==> src/rtl/sipo_deframer_pkg.sv <==
// ============================================================================
//  Module      : sipo_pkg
//  Description : Shared FSM state encoding and default word width for the
//                serial-to-parallel deframer.
//  Revision    : 1.0 - initial release
// ============================================================================
`default_nettype none

package sipo_pkg;

    localparam int c_default_width = 4;

    typedef enum logic [1:0] {
        IDLE   = 2'd0,
        SHIFT  = 2'd1,
        PARITY = 2'd2
    } state_t;

endpackage

`default_nettype wire

==> src/rtl/sipo_deframer_if.sv <==
// ============================================================================
//  Module      : sipo_deframer_if
//  Description : Serial input / parallel output bundle of the deframer.
//                par_err exists only when SIPO_DEFRAMER_PARITY_CHECK_EN is set.
//  Revision    : 1.0 - initial release
// ============================================================================
`default_nettype none

interface sipo_deframer_if #(
    parameter int WIDTH = sipo_pkg::c_default_width
) ();

    logic             sin;
    logic             shift;
    logic             start;
    logic [WIDTH-1:0] dout;
    logic             dout_valid;
    logic             dout_ready;
    logic             busy;
    logic             overrun;
`ifdef SIPO_DEFRAMER_PARITY_CHECK_EN
    logic             par_err;
`endif

    // Driven by the bit source / word consumer.
    modport master (
        output sin, shift, start, dout_ready,
`ifdef SIPO_DEFRAMER_PARITY_CHECK_EN
        input  par_err,
`endif
        input  dout, dout_valid, busy, overrun
    );

    // Implemented by the deframer.
    modport slave (
        input  sin, shift, start, dout_ready,
`ifdef SIPO_DEFRAMER_PARITY_CHECK_EN
        output par_err,
`endif
        output dout, dout_valid, busy, overrun
    );

endinterface

`default_nettype wire

==> src/rtl/sipo_deframer_outreg.sv <==
// ============================================================================
//  Module      : sipo_outreg
//  Description : One-entry output register with valid/ready handshake and
//                overrun pulse when a completed word finds the register full.
//  Revision    : 1.0 - initial release
// ============================================================================
`default_nettype none

module sipo_outreg
    import sipo_pkg::*;
#(
    parameter int WIDTH = c_default_width
) (
    input  logic             clk,
    input  logic             rst,
    input  logic             load_req_i,
    input  logic [WIDTH-1:0] data_i,
    input  logic             ready_i,
    output logic [WIDTH-1:0] dout_o,
    output logic             valid_o,
    output logic             overrun_o,
    output logic             load_o
);

    logic [WIDTH-1:0] dout_q, dout_d;
    logic             valid_q, valid_d;
    logic             overrun_q, overrun_d;
    logic             w_load;

    always_comb begin
        dout_d    = dout_q;
        valid_d   = valid_q;
        overrun_d = 1'b0;
        // A draining handshake in the same cycle frees the slot, so refill without a bubble.
        w_load    = load_req_i & (~valid_q | ready_i);
        if (w_load) begin
            dout_d  = data_i;
            valid_d = 1'b1;
        end else if (load_req_i) begin
            overrun_d = 1'b1;
        end else if (valid_q & ready_i) begin
            valid_d = 1'b0;
        end
    end

    always_ff @(posedge clk) begin
        if (rst) begin
            dout_q    <= '0;
            valid_q   <= 1'b0;
            overrun_q <= 1'b0;
        end else begin
            dout_q    <= dout_d;
            valid_q   <= valid_d;
            overrun_q <= overrun_d;
        end
    end

    assign dout_o    = dout_q;
    assign valid_o   = valid_q;
    assign overrun_o = overrun_q;
    assign load_o    = w_load;

endmodule

`default_nettype wire

==> src/rtl/sipo_deframer.sv <==
// ============================================================================
//  Module      : sipo_deframer
//  Description : Collects MSB-first serial bits into WIDTH-bit words.
//                Define SIPO_DEFRAMER_PARITY_CHECK_EN for a trailing even
//                parity bit per word and the par_err output.
//  Revision    : 1.0 - initial release
// ============================================================================
`default_nettype none

module sipo_deframer
    import sipo_pkg::*;
#(
    parameter int WIDTH = c_default_width
) (
    input  logic           clk,
    input  logic           rst,
    sipo_deframer_if.slave bus
);

    localparam int                 c_cnt_w = $clog2(WIDTH + 1);
    localparam logic [c_cnt_w-1:0] c_last  = c_cnt_w'(WIDTH - 1);
    localparam logic [c_cnt_w-1:0] c_one   = c_cnt_w'(1);

    state_t             state_q, state_d;
    logic [c_cnt_w-1:0] cnt_q, cnt_d;
    logic [WIDTH-1:0]   sreg_q, sreg_d;

    logic [WIDTH-1:0]   w_shifted;
    logic [WIDTH-1:0]   w_word;
    logic               w_done;
    logic               w_load;
    logic [WIDTH-1:0]   w_dout;
    logic               w_valid;
    logic               w_overrun;
`ifdef SIPO_DEFRAMER_PARITY_CHECK_EN
    logic               w_perr;
    logic               par_err_q;
`else
    logic               w_unused_load;
`endif

    assign w_shifted = {sreg_q[WIDTH-2:0], bus.sin};

    always_comb begin
        state_d = state_q;
        cnt_d   = cnt_q;
        sreg_d  = sreg_q;
        w_done  = 1'b0;
        w_word  = w_shifted;
`ifdef SIPO_DEFRAMER_PARITY_CHECK_EN
        w_perr  = 1'b0;
`endif
        if (bus.start) begin
            // start wins in every state; a partial word is simply abandoned.
            state_d = SHIFT;
            cnt_d   = '0;
            if (bus.shift) begin
                sreg_d = w_shifted;
                cnt_d  = c_one;
            end
        end else begin
            case (state_q)
                SHIFT: begin
                    if (bus.shift) begin
                        sreg_d = w_shifted;
                        if (cnt_q == c_last) begin
                            cnt_d   = '0;
`ifdef SIPO_DEFRAMER_PARITY_CHECK_EN
                            state_d = PARITY;
`else
                            state_d = IDLE;
                            w_done  = 1'b1;
`endif
                        end else begin
                            cnt_d = cnt_q + c_one;
                        end
                    end
                end
`ifdef SIPO_DEFRAMER_PARITY_CHECK_EN
                PARITY: begin
                    // Parity bit is not shifted in; the data word is already complete.
                    if (bus.shift) begin
                        state_d = IDLE;
                        w_done  = 1'b1;
                        w_word  = sreg_q;
                        w_perr  = ^{sreg_q, bus.sin};
                    end
                end
`endif
                default: begin
                end
            endcase
        end
    end

    always_ff @(posedge clk) begin
        if (rst) begin
            state_q <= IDLE;
            cnt_q   <= '0;
            sreg_q  <= '0;
        end else begin
            state_q <= state_d;
            cnt_q   <= cnt_d;
            sreg_q  <= sreg_d;
        end
    end

    sipo_outreg #(
        .WIDTH (WIDTH)
    ) u_outreg (
        .clk        (clk),
        .rst        (rst),
        .load_req_i (w_done),
        .data_i     (w_word),
        .ready_i    (bus.dout_ready),
        .dout_o     (w_dout),
        .valid_o    (w_valid),
        .overrun_o  (w_overrun),
        .load_o     (w_load)
    );

`ifdef SIPO_DEFRAMER_PARITY_CHECK_EN
    // Flag only words that actually reach dout, so it lines up with the load.
    always_ff @(posedge clk) begin
        if (rst) begin
            par_err_q <= 1'b0;
        end else begin
            par_err_q <= w_load & w_perr;
        end
    end

    assign bus.par_err = par_err_q;
`else
    assign w_unused_load = w_load;
`endif

    assign bus.dout       = w_dout;
    assign bus.dout_valid = w_valid;
    assign bus.overrun    = w_overrun;
    assign bus.busy       = (state_q != IDLE);

endmodule

`default_nettype wire

==> src/flat_wrapper.sv <==
// flat-port wrapper written by rule: the top's interface ports become plain ports
module sipo_deframer_flat import sipo_pkg::*;
#(
    parameter int WIDTH = c_default_width
)
  (clk, rst, bus_sin, bus_shift, bus_start, bus_dout_ready, bus_dout, bus_dout_valid, bus_busy, bus_overrun);
  sipo_deframer_if #(.WIDTH(WIDTH)) bus_i ();
  input  logic clk;
  input  logic rst;
  input wire logic [$bits(bus_i.sin)-1:0] bus_sin;
  input wire logic [$bits(bus_i.shift)-1:0] bus_shift;
  input wire logic [$bits(bus_i.start)-1:0] bus_start;
  input wire logic [$bits(bus_i.dout_ready)-1:0] bus_dout_ready;
  output wire logic [$bits(bus_i.dout)-1:0] bus_dout;
  output wire logic [$bits(bus_i.dout_valid)-1:0] bus_dout_valid;
  output wire logic [$bits(bus_i.busy)-1:0] bus_busy;
  output wire logic [$bits(bus_i.overrun)-1:0] bus_overrun;
  assign bus_i.sin = bus_sin;
  assign bus_i.shift = bus_shift;
  assign bus_i.start = bus_start;
  assign bus_i.dout_ready = bus_dout_ready;
  assign bus_dout = bus_i.dout;
  assign bus_dout_valid = bus_i.dout_valid;
  assign bus_busy = bus_i.busy;
  assign bus_overrun = bus_i.overrun;
  sipo_deframer #(.WIDTH(WIDTH)) u_core (.clk(clk), .rst(rst), .bus(bus_i));
endmodule
==> config.mk <==
export PLATFORM = sky130hd
export DESIGN_NAME = sipo_deframer_flat
export DESIGN_NICKNAME = d
export VERILOG_FILES = /design/src/rtl/sipo_deframer_pkg.sv /design/src/rtl/sipo_deframer_if.sv /design/src/rtl/sipo_deframer_outreg.sv /design/src/rtl/sipo_deframer.sv /design/src/flat_wrapper.sv
export SDC_FILE = /design/constraint.sdc
export NUM_CORES = 1
export LEC_CHECK = 0
export BUFFER_PORTS_ARGS = -buffer_cell sky130_fd_sc_hd__clkbuf_2
export CAP_MARGIN = 40
export CORE_AREA = 2 2 39 41
export CTS_BUF_LIST = sky130_fd_sc_hd__clkbuf_8 sky130_fd_sc_hd__clkbuf_16
export DETAILED_ROUTE_END_ITERATION = 6
export DIE_AREA = 0 0 41 43
export PLACE_DENSITY_LB_ADDON = 0.05
export SETUP_SLACK_MARGIN = 0.05
export SLEW_MARGIN = 20
export SYNTH_ARGS = -nofsm -noshare
export SYNTH_HDL_FRONTEND = slang
export SYNTH_SLANG_ARGS = --single-unit
==> constraint.sdc <==
create_clock -name clk -period 3.25 [get_ports clk]
set_clock_uncertainty 0.1 [all_clocks]
set_input_delay 0.8125 -clock clk [delete_from_list [all_inputs] [get_ports clk]]
set_output_delay 0.8125 -clock clk [all_outputs]
set_load 0.01 [all_outputs]
==> results.yml, run 1 <==
placement:
  placement.setup.worst_slack_ns: 1.36
  port-buffer-count: 12
  half_perimeter_wire_length_after_detailed_placement_um: 685
  gp_routability_congestion: 0.626
critical_path:
  path_depth: 1
  critPathLaunchType: "flop"
  timing.critical_path.slowest_stage_cell: "sky130_fd_sc_hd__dfxtp_1"
  critical-path-max-stage-delay_ns: 0.46
  cp-end-kind: "primary output"
  path_cells: "clkbuf_2"
  timing.critical_path.required_ns: 2.34
  cpLargestDelayFamily: "flip-flops"
  cp_num_buf_inv: 1
  reg2reg_depth: 4
  timing.critical_path.fanout_max: 7
  critPathArrivalTime_ns: 0.89
  criticalPathCategory: "reg -> out"
global_routing:
  grt_use_total_pct: 14.9
  grt_max_degree: 17
  grt_antenna_before_repair: 0
  grt.overflow.total: 0
  via_count_of_the_first_global_routing_pass: 404
  grt_pass1_wl_um: 1680
layout:
  post_route_cells_drive_above_1_share_pct: 24.6
  num_antenna_cells: 0
  nets: 77
  most_common_library_cell_in_the_layout_ignoring_fill_and_taps: "sky130_fd_sc_hd__dfxtp_1"
  synthToLayoutAreaGrowth_pct: 21.5
  mostFrequentLayoutCells: "sky130_fd_sc_hd__dfxtp_1, sky130_fd_sc_hd__clkbuf_2, sky130_fd_sc_hd__nand2b_1"
clock_tree:
  cts-hold-fix-buffers: 0
  cts.root.buffer_cell: "sky130_fd_sc_hd__clkbuf_8"
  ctsHtreeMaxLevel: 1
  post_cts_resize_count: 0
  cts_sink_cnt: 13
  clock_pin_slew_of_the_registers_on_the_worst_case_setup_and_hold_paths_ns: 0.05
  worstSkewPairLatency_ns: 0.24
  postCtsSetupBuffers: 0
  cts_inserted_buffers: 3
  tritoncts: "done"
  clk_path_buf_depth: 2
synth:
  yosys.area_share.adder_pct: 2.29
  synth_compound_gate_area_share_pct: 5.49
  post_synthesis_share_of_cell_area_spent_on_xor_and_xnor_gates_pct: 0
  ys_seq_area_share_pct: 47.6
  avgSynthCellArea_um2: 9.94
  synthDominantCellAreaShare_pct: 47.6
  post_synth_and_or_nand_nor_area_fraction_pct: 30.4
  synth.cell_area_um2: 547
  ys_ff_latch: 13
  synth_area_leaders: "sky130_fd_sc_hd__dfxtp_1, sky130_fd_sc_hd__mux2i_1, sky130_fd_sc_hd__nand2b_1"
  ys_warn_count: 0
  synth.mux.area_fraction_pct: 12.8
  netlist.top_cell.by_area: "sky130_fd_sc_hd__dfxtp_1"
  netlist_instances: 55
  synth_fp_nets: 62
  combinational_family_with_the_most_area_after_synthesis: "simple AND/OR/NAND/NOR gates"
  synth_cell_types: 18
route:
  route.antenna.remaining_nets: 0
  drt-vias-per-instance: 5.06
  via_count: 430
  routed_wirelength_um: 954
  drtIter0Drc: 4
  detail_route.drc_violations: 0
  dr.pass1.iters: 2
  route.detailed.wl_per_inst_um: 11.2
min_path:
  hp-class: "reg -> reg"
  worst_hold_path.num_cells: 2
sta:
  finalSetupTns_ns: 0
  timing.max_slew.rel_slack_pct: 73.4
  timing.final.setup_violations: 0
  timing.final.crit_share_pct: 55.4
  post-route-min-period_ns: 1.80
  max_slew.worst_pin.slew_ns: 0.397
  grt_setup_unrepaired: "no"
  finalHoldWorstSlack_ns: 0.330
  fmax_mhz: 556
  hold_viol_final: 0
  final-max-slew-violation-count: 0
  finalWorstSetupSlack_ns: 1.45
pwr:
  power_density_normalized_to_cell_area_mw_per_mm2: 492
  power_leakage_nw: 0.274
  finalPower_uw: 327
  irDropWorstVdd_uv: 246
floorplanning:
  dieArea_mm2: 0.00176
  die-width_um: 41
  floorplan.initialDensity_pct: 39.5
  boundaryPins: 13
  placement_rows: 14
  die_y_um: 43
  core_area_mm2: 0.00138
run:
  maxCapViolCount: 0
outcome:
  run_status: "completed"
-- flip-flops by register name, summed over array words and instances (netlist names) --
name,count
u_core.u_outreg.dout_o,4
u_core.u_outreg.overrun_o,1
u_core.sreg_q,3
u_core.state_q,1
u_core.cnt_q,3
u_core.u_outreg.valid_o,1
-- worst min-delay path, stage by stage, from the launching register on --
cell,delay [ns]
sky130_fd_sc_hd__dfxtp_1,0.30
sky130_fd_sc_hd__nand2_1,0.05
sky130_fd_sc_hd__a31oi_1,0.03
-- layer usage --
layer  global-route usage, %  vias to the layer above  wire, µm  part of all wire, %
li1                        -                      218         -                    -
met1                    18.7                      195       441                   46
met2                    19.1                       12       425                   45
met3                    6.28                        5        49                  5.1
met4                    12.0                        0        38                  4.0
met5                       0                        -         0                    0
-- cell families (layout without fill, tap and decap cells) --
family | after synthesis | count (layout)
DFF | 13 | 13
and+or+nand+nor | 27 | 27
AOI/OAI and AO/OA | 5 | 5
adders and majority gates | 1 | 1
muxes | 7 | 7
buffers and inverters | 2 | 16
-- power by group --
| part | switching, mW | leakage, nW | internal [mW] |
|---|---|---|---|
| registers | 0.00343 | 0.105 | 0.163 |
| clock network | 0.0569 | 0.0269 | 0.0834 |
| logic | 0.0112 | 0.142 | 0.00943 |
-- cell type report --
type | instances | area (µm²)
Clock buffer | 3 | 41.3
Clock inverter | 1 | 3.75
Fill cell | 142 | 719
Multi-Input combinational cell | 40 | 279
Sequential cell | 13 | 260
Tap cell | 16 | 20.0
Timing Repair Buffer | 12 | 60.1
-- synth_stat cells --
| master | instances |
|---|---|
| sky130_fd_sc_hd__o21ai_1 | 1 |
| sky130_fd_sc_hd__a21oi_1 | 1 |
| sky130_fd_sc_hd__nand2_2 | 1 |
| sky130_fd_sc_hd__dfxtp_1 | 13 |
| sky130_fd_sc_hd__nand4b_1 | 1 |
| sky130_fd_sc_hd__clkbuf_1 | 2 |
| sky130_fd_sc_hd__nand4_1 | 1 |
| sky130_fd_sc_hd__or3_1 | 1 |
| sky130_fd_sc_hd__nand3b_1 | 1 |
| sky130_fd_sc_hd__nand2b_1 | 10 |
| sky130_fd_sc_hd__nor2_1 | 5 |
| sky130_fd_sc_hd__nor4b_4 | 1 |
| sky130_fd_sc_hd__nor3_1 | 3 |
| sky130_fd_sc_hd__mux2i_1 | 7 |
| sky130_fd_sc_hd__nand2_1 | 3 |
| sky130_fd_sc_hd__a31oi_1 | 2 |
| sky130_fd_sc_hd__a21boi_1 | 1 |
| sky130_fd_sc_hd__ha_1 | 1 |
-- worst paths after layout --
kind | start | end | slack [ns]
max | u_core.state_q[0] | bus_busy | 1.45
min | u_core.cnt_q[2] | u_core.cnt_q[2] | 0.33
max reg2reg | u_core.cnt_q[0] | u_core.u_outreg.dout_o[3] | 1.71
min reg2reg | u_core.cnt_q[2] | u_core.cnt_q[2] | 0.33
-- stage by stage --
stage / utilization, % / cells / area (µm²)
after floorplan: - / 55 / 547
after global placement: 44.8 / 81 / 619
after detailed placement: 44.8 / 81 / 619
after CTS: 48.0 / 85 / 664
after global routing: 48.0 / 85 / 664
final: 48.0 / 85 / 664
No activity file was read; power rests on OpenSTA's default activity.
==> run 2, diff against run 1 <==
==> constraint.sdc (replaced) <==
create_clock -name clk -period 1.79 [get_ports clk]
set_clock_uncertainty 0.1 [all_clocks]
set_input_delay 0.4475 -clock clk [delete_from_list [all_inputs] [get_ports clk]]
set_output_delay 0.4475 -clock clk [all_outputs]
set_load 0.01 [all_outputs]
==> results.yml, run 2 (synthesis results as in run 1) <==
min_path:
  worstHoldEndpoint: "u_core.cnt_q[2]"
  timing.hold.worst.start: "u_core.cnt_q[2]"
  hp-class: "reg -> reg"
  worst_hold_path.num_cells: 2
critical_path:
  cp-end-kind: "flop"
  path_cells: "ha_1, nand2b_1, nor4b_4, mux2i_1"
  regToRegSetupSlack_ns: 0.24
  critical-path-max-stage-delay_ns: 0.45
  cp_num_buf_inv: 0
  cpLargestDelayFamily: "simple AND/OR/NAND/NOR gates"
  critical_path.reg2reg.endpoint: "u_core.u_outreg.dout_o[3]"
  reg2reg_from: "u_core.cnt_q[0]"
  timing.critical_path.slowest_stage_cell: "sky130_fd_sc_hd__nor4b_4"
  critPathArrivalTime_ns: 1.61
  timing.critical_path.required_ns: 1.85
  criticalPathCategory: "reg -> reg"
  reg2reg_depth: 4
  timing.critical_path.fanout_max: 5
  critPathLaunchType: "flop"
  setup.worst_path.start: "u_core.cnt_q[0]"
sta:
  post-route-min-period_ns: 1.55
  hold_viol_final: 0
  finalSetupTns_ns: 0
  timing.final.crit_share_pct: 86.5
  timing.final.setup_violations: 0
  max_slew.worst_pin.slew_ns: 0.391
  fmax_mhz: 646
  grt_setup_unrepaired: "no"
  final-max-slew-violation-count: 0
  timing.max_slew.rel_slack_pct: 73.8
route:
  m1WireLength_um: 488
  wl_met2_um: 465
  detail_route.drc_violations: 0
  dr.pass1.iters: 1
  highest_layer: "met4"
  route.detailed.wl_per_inst_um: 11.8
  routed_wirelength_um: 1000
  route.antenna.remaining_nets: 0
  drt-vias-per-instance: 4.94
  dr_wl_met3_um: 38
  drtIter0Drc: 0
  via_count: 420
global_routing:
  grt_use_total_pct: 14.5
  grt_antenna_before_repair: 0
  via_count_of_the_first_global_routing_pass: 430
  grt_pass1_wl_um: 1690
  grt.overflow.total: 0
  grt_max_degree: 17
placement:
  port-buffer-count: 12
  gp_routability_congestion: 0.624
  dp.cells: 81
  half_perimeter_wire_length_after_detailed_placement_um: 746
layout:
  nets: 77
  post_route_cells_drive_above_1_share_pct: 24.6
  largest_register_ffs: 4
  num_antenna_cells: 0
  stdcell_count: 85
  mostFrequentLayoutCells: "sky130_fd_sc_hd__dfxtp_1, sky130_fd_sc_hd__clkbuf_2, sky130_fd_sc_hd__nand2b_1"
  most_common_library_cell_in_the_layout_ignoring_fill_and_taps: "sky130_fd_sc_hd__dfxtp_1"
  synthToLayoutAreaGrowth_pct: 21.5
clock_tree:
  post_cts_resize_count: 0
  postCtsSetupBuffers: 0
  cts_sink_cnt: 13
  clock_pin_slew_of_the_registers_on_the_worst_case_setup_and_hold_paths_ns: 0.05
  worstSkewPairLatency_ns: 0.24
  ctsHtreeMaxLevel: 1
  cts.root.buffer_cell: "sky130_fd_sc_hd__clkbuf_8"
  clk_path_buf_depth: 2
  cts-hold-fix-buffers: 0
  tritoncts: "done"
  cts_inserted_buffers: 3
floorplanning:
  core_area_mm2: 0.00138
  die-width_um: 41
  boundaryPins: 13
  placement_rows: 14
  floorplan.initialDensity_pct: 39.5
  die_y_um: 43
  dieArea_mm2: 0.00176
run:
  maxCapViolCount: 0
pwr:
  power_leakage_nw: 0.274
  power_density_normalized_to_cell_area_mw_per_mm2: 890
  irDropWorstVdd_uv: 478
outcome:
  run_status: "completed"
-- run 2: worst max path at each step --
stage                                end  cells after the start
6_report       u_core.u_outreg.dout_o[3]                      4
4_1_cts        u_core.u_outreg.dout_o[3]                      4
5_1_grt        u_core.u_outreg.dout_o[3]                      4
2_1_floorplan  u_core.u_outreg.dout_o[0]                      3
3_5_place_dp   u_core.u_outreg.dout_o[3]                      4
3_3_place_gp   u_core.u_outreg.dout_o[3]                      4
-- run 2: final cells by class --
| cell class | instances | area, µm² |
|---|---|---|
| tap | 16 | 20.0 |
| clock inverter | 1 | 3.75 |
| fill | 138 | 719 |
| clock buffer | 3 | 41.3 |
| timing repair buffer | 12 | 60.1 |
| sequential | 13 | 260 |
| multi-input combinational | 40 | 279 |
-- run 2: worst min-delay path: stages (launching register included) --
cell                      delay (ns)
sky130_fd_sc_hd__dfxtp_1        0.31
sky130_fd_sc_hd__nand2_1        0.05
sky130_fd_sc_hd__a31oi_1        0.04
-- run 2: power breakdown --
group	total [mW]	internal (mW)	switching, mW	leakage [nW]
registers	0.301	0.295	0.00593	0.105
logic	0.0379	0.0172	0.0207	0.142
clock network	0.252	0.151	0.101	0.0269
-- run 2: per-layer routing --
layer / vias up / GRT usage, %
met5: - / 0
met4: 0 / 8.00
met3: 2 / 4.71
met2: 9 / 22.2
met1: 191 / 16.8
li1: 218 / -
-- run 2: through the flow --
step / hold WS (ns) / setup slack [ns] / utilization, % / area, µm² / power (mW)
after floorplan: 0.307 / 0.379 / - / 547 / 0.332
after global placement: 0.342 / 0.282 / 44.8 / 619 / 0.346
after detailed placement: 0.335 / 0.225 / 44.8 / 619 / 0.346
after CTS: 0.343 / 0.226 / 48.0 / 664 / 0.602
after global routing: 0.369 / 0.133 / 48.0 / 664 / 0.623
final: 0.338 / 0.242 / 48.0 / 664 / 0.591
